## src/rtl/ysyx_22040127_seq_divider.sv

```systemverilog
// Multi-cycle radix-2 restoring divider for RV64M div/divu/rem/remu.
// The divider takes an operand pair through a valid/ready handshake. It
// produces one quotient bit per cycle and holds the result until it is
// acknowledged. Signed operands are divided as magnitudes, and the signs
// are applied to the result in a separate cycle.
module ysyx_22040127_seq_divider #(
    parameter int XLEN = 64
) (
    input  logic            clk,
    input  logic            rst,
    input  logic [XLEN-1:0] dividend,
    input  logic [XLEN-1:0] divisor,
    input  logic            div_signed,
    input  logic            div_valid,
    input  logic            div_ack,
    input  logic            flush,
    output logic            div_ready,
    output logic [1:0]      div_state,
    output logic [XLEN-1:0] quo,
    output logic [XLEN-1:0] rem
);

    localparam int CW = $clog2(XLEN);

    typedef enum logic [1:0] {
        IDLE = 2'b00,
        CALC = 2'b01,
        SIGN = 2'b10,
        DONE = 2'b11
    } state_t;

    // Operand context captured on accept
    typedef struct packed {
        logic [XLEN-1:0] dvd;    // |dividend|, shifted out MSB first
        logic [XLEN-1:0] dvs;    // |divisor|
        logic            neg_q;
        logic            neg_r;
    } op_t;

    state_t          state, state_nxt;
    op_t             op;
    logic [XLEN-1:0] r;          // partial remainder, always < |divisor| (or a dividend prefix when divisor=0)
    logic [XLEN-1:0] q;
    logic [CW-1:0]   cnt;

    logic            accept, last;
    logic            sd, ss;
    logic [XLEN:0]   r_sh;
    logic            ge;
    logic [XLEN-1:0] diff;

    assign accept    = (state == IDLE) && div_valid && !flush;
    assign last      = (cnt == CW'(XLEN-1));
    assign sd        = dividend[XLEN-1];
    assign ss        = divisor[XLEN-1];

    // Shift in the next dividend bit, then attempt the subtraction. When
    // r_sh >= divisor, the difference fits in XLEN bits, so the low bits
    // are enough to form the new remainder.
    assign r_sh      = {r, op.dvd[XLEN-1]};
    assign ge        = (r_sh >= {1'b0, op.dvs});
    assign diff      = r_sh[XLEN-1:0] - op.dvs;

    assign div_ready = (state == DONE);
    assign div_state = state;

    // State register
    always_ff @(posedge clk or negedge rst) begin
        if (!rst) state <= IDLE;
        else      state <= state_nxt;
    end

    // Next-state logic; flush wins over div_valid and div_ack
    always_comb begin
        state_nxt = state;
        case (state)
            IDLE: if (accept) state_nxt = CALC;
            CALC: begin
                if (flush)     state_nxt = IDLE;
                else if (last) state_nxt = SIGN;
            end
            SIGN: state_nxt = flush ? IDLE : DONE;
            DONE: if (flush || div_ack) state_nxt = IDLE;
            default: state_nxt = IDLE;
        endcase
    end

    // Datapath: latch on accept, iterate in CALC, apply signs in SIGN
    always_ff @(posedge clk or negedge rst) begin
        if (!rst) begin
            op  <= '0;
            r   <= '0;
            q   <= '0;
            cnt <= '0;
            quo <= '0;
            rem <= '0;
        end else if (accept) begin
            op.dvd   <= (div_signed && sd) ? -dividend : dividend;
            op.dvs   <= (div_signed && ss) ? -divisor  : divisor;
            op.neg_q <= div_signed && (sd ^ ss) && (divisor != '0);
            op.neg_r <= div_signed && sd;
            r        <= '0;
            q        <= '0;
            cnt      <= '0;
        end else if (state == CALC && !flush) begin
            op.dvd <= op.dvd << 1;
            r      <= ge ? diff : r_sh[XLEN-1:0];
            q      <= {q[XLEN-2:0], ge};
            cnt    <= cnt + 1'b1;
        end else if (state == SIGN && !flush) begin
            quo <= op.neg_q ? -q : q;
            rem <= op.neg_r ? -r : r;
        end
    end

endmodule
```

## config.mk

```make
export PLATFORM = sky130hd
export DESIGN_NAME = ysyx_22040127_seq_divider
export DESIGN_NICKNAME = d
export VERILOG_FILES = /design/src/rtl/ysyx_22040127_seq_divider.sv
export SDC_FILE = /design/constraint.sdc
export NUM_CORES = 1
export LEC_CHECK = 0
export BUFFER_PORTS_ARGS = -buffer_cell sky130_fd_sc_hd__clkbuf_2
export CAP_MARGIN = 10
export CORE_ASPECT_RATIO = 1.2
export CORE_MARGIN = 3
export CORE_UTILIZATION = 60
export DETAILED_ROUTE_END_ITERATION = 10
export GPL_TIMING_DRIVEN = 0
export PLACE_DENSITY = 0.81
export SYNTH_ARGS = -nofsm -noshare
export SYNTH_HDL_FRONTEND = slang
export SYNTH_SLANG_ARGS = --single-unit
```

## constraint.sdc

```tcl
create_clock -name clk -period 3.8 [get_ports clk]
set_input_delay 0.57 -clock clk [delete_from_list [all_inputs] [get_ports clk]]
set_output_delay 0.57 -clock clk [all_outputs]
set_load 0.05 [all_outputs]
```

==> impl_metrics.toml <==
[outcome]
status = "completed"

[global_routing]
grt_max_degree = 114
grt_pass1_wl_um = 124000
grt_usage_pct = 35.3
first_global_vias = 23325
antenna_found_initial = 0
grt-ovfl-total = 0

[critical_path]
worst_setup_path_start_kind = "flop"
cp_data_required_time_ns = 4.33
path_max_fanout = 4
worstSetupEndpointType = "flop"
r2r_setup_slack_ns = 0.09
critPathKind = "reg2reg"
arrival_ns = 4.23

[sta]
tns_ns = 0
slew_headroom_pct = 35.0
setup_violations = 0
min_period_ns = 3.71
worstMarginPinSlew_ns = 0.975
max_freq_ghz = 0.270
holdWs_ns = 0.0537
clock_skew_ns = 0.0219
slew_viol_final = 0
post-route-period-util_pct = 97.6
hold_violations = 0

[placed_design]
io_buffers = 264
dp_hpwl_um = 61600
dp.cells = 3887
place_area_mm2 = 0.0271
globalplace.congestion = 0.960

[finish]
finalNonFillerCells = 3954
layout_common_cells = "629 x nand2_1, 392 x dfrtp_1, 264 x clkbuf_2"
fillerInstances = 3330
fin_nets = 3585
design_area_mm2 = 0.0288
antenna_cells = 0
final_common_cell = "nand2_1"
area_delta_synth_final_pct = 15.0
layout-drive-gt1-share_pct = 11.9

[floorplanning]
die_x_um = 192
initial_core_util_pct = 61.1
coreArea_mm2 = 0.0409
die_y_um = 230
die_area_mm2 = 0.0442
pin_count = 265
num_rows = 81

[synth]
synth_top_area_share_pct = 39.4
async_flop_share_pct = 100
ys_ff_latch = 394
synth_edf_count = 0
synth_ff_type = "dfrtp_1"
synth.distinct_cells = 77
syn_inst = 3080
syn_nets = 3284
postSynthAreaPerCell_um2 = 8.12
synth_warnings = 0
synthTopCellsByArea = "dfrtp_1 39%, nand2_1 9.4%, xor2_1 6.6%, o21ai_1 4.4%, a21oi_1 4.2%"
synthesis.area_mm2 = 0.0250
seq_area_frac_synth_pct = 39.4
yosysTopAreaCell = "dfrtp_1"

[detailed_routing]
wl_met2_um = 37300
final_antenna_net_count = 0
drt_first_pass_iters = 6
wirelength_um = 79900
first_iter_violations = 2037
top_layer = "met4"
drc = 0
num_vias = 24432
wl_met1_um = 33400
via_per_inst = 6.18
dr_wl_met3_um = 5900
wl_per_cell_um = 20.2

[power_and_ir_drop]
power.density_mw_per_mm2 = 425
ir_drop_mv = 0.395
p_leak_uw = 0.0133
fin_total_pwr_uw = 12200

[clock_network]
insertion_delay_ns = 0.59
clock_sinks = 394
cts_tree = "yes"
cts_buffers = 43
cts.clk_slew.worst_paths_ns = 0.06
clockBufferDepth = 3
htreeDepth = 2
root_buffer = "clkbuf_16"

[min_path]
hold_class = "in2async"

[run]
max-cap-violations = 0
final timing paths:
path	cells past startpoint	end	start
min in group clk	2	div_state[0]	flush
min	1	quo[52]	rst
max in group asynchronous	3	op[76]	rst
min reg2reg	2	op[9]	op[9]
max	13	r[54]	op[129]
max reg2reg	13	r[54]	op[129]
worst max-delay path, stage by stage, from the launching register on:
cell and delay (ns):
dfrtp_1 0.37, inv_1 0.18, ha_1 0.20, inv_1 0.05
fa_1 0.42, a211oi_1 0.41, nor4_1 0.12, o21bai_1 0.27
a31o_2 0.28, o31ai_2 0.12, a21oi_1 0.46, mux2i_1 0.16
or4_1 0.54, nand2_1 0.08
repair_timing:
item | 4_1_cts | 5_1_grt
setup buffers | 2 | 2
cloned | 0 | 0
hold buffers | 0 | 0
hold endpoints to repair | 0 | 0
resized for setup | 14 | 33
endpoints found under the setup margin | 75 | 81
pin swaps | 2 | 2
cells by family after synthesis:
family | Yosys count | share of synthesized area (%)
and+or+nand+nor | 1122 | 20.1
AOI/OAI and AO/OA | 853 | 20.1
DFF | 394 | 39.4
xor gates and xnor gates | 308 | 10.8
buffers and inverters | 290 | 4.38
adders and majority gates | 70 | 3.53
muxes | 43 | 1.73
report_power, final:
group          internal [uW]  switching (uW)
clock                   2520            1830
combinational           1080            2060
sequential              4500             226
total                   8110            4110
routing by layer:
metal	GRT usage, %	up-vias
met3	4.15	201
met4	14.4	0
met2	57.4	1171
li1	-	11362
met1	48.1	11698
met5	0	-
Yosys cell counts, types with 15 or more instances:
| cell type | number |
|---|---|
| a21o_1 | 26 |
| a21oi_1 | 210 |
| a31oi_1 | 64 |
| a32oi_1 | 26 |
| and3_1 | 15 |
| clkbuf_1 | 171 |
| dfrtp_1 | 394 |
| ha_1 | 69 |
| inv_1 | 102 |
| mux2i_1 | 42 |
| nand2_1 | 629 |
| nand2b_1 | 18 |
| nand3_1 | 37 |
| nand4_1 | 35 |
| nor2_1 | 178 |
| nor3_1 | 52 |
| nor4_1 | 28 |
| o21ai_0 | 151 |
| o21ai_1 | 218 |
| o21bai_1 | 17 |
| o31ai_1 | 50 |
| o41ai_1 | 25 |
| or3_1 | 35 |
| or4_1 | 32 |
| xnor2_1 | 119 |
| xor2_1 | 189 |
state kept, by name, summed over array words and instances (netlist names):
name / cells
div_state: 2
cnt: 6
r: 64
quo: 64
op: 130
q: 64
rem: 64
through the flow:
| stage | util [%] | setup WS, ns |
|---|---|---|
| floorplan | - | 0.414 |
| detailed placement | 66.2 | -1.14 |
| global route | 70.2 | -0.00932 |
| global placement | 66.0 | -6.17 |
| CTS | 70.0 | 0.00132 |
| finish | 70.2 | 0.0920 |
layout make-up:
| type | instances | area, um^2 | area share [%] |
|---|---|---|---|
| well taps | 539 | 674 | 2.35 |
| inverters | 103 | 387 | 1.34 |
| repair buffers | 272 | 1450 | 5.04 |
| clock inverters | 17 | 226 | 0.787 |
| plain buffers | 171 | 662 | 2.30 |
| clock buffers | 62 | 1250 | 4.34 |
| flip-flops and latches | 394 | 9860 | 34.3 |
| multi-input cells | 2396 | 14200 | 49.5 |
Note: power is estimated with default switching activity, not from simulation.
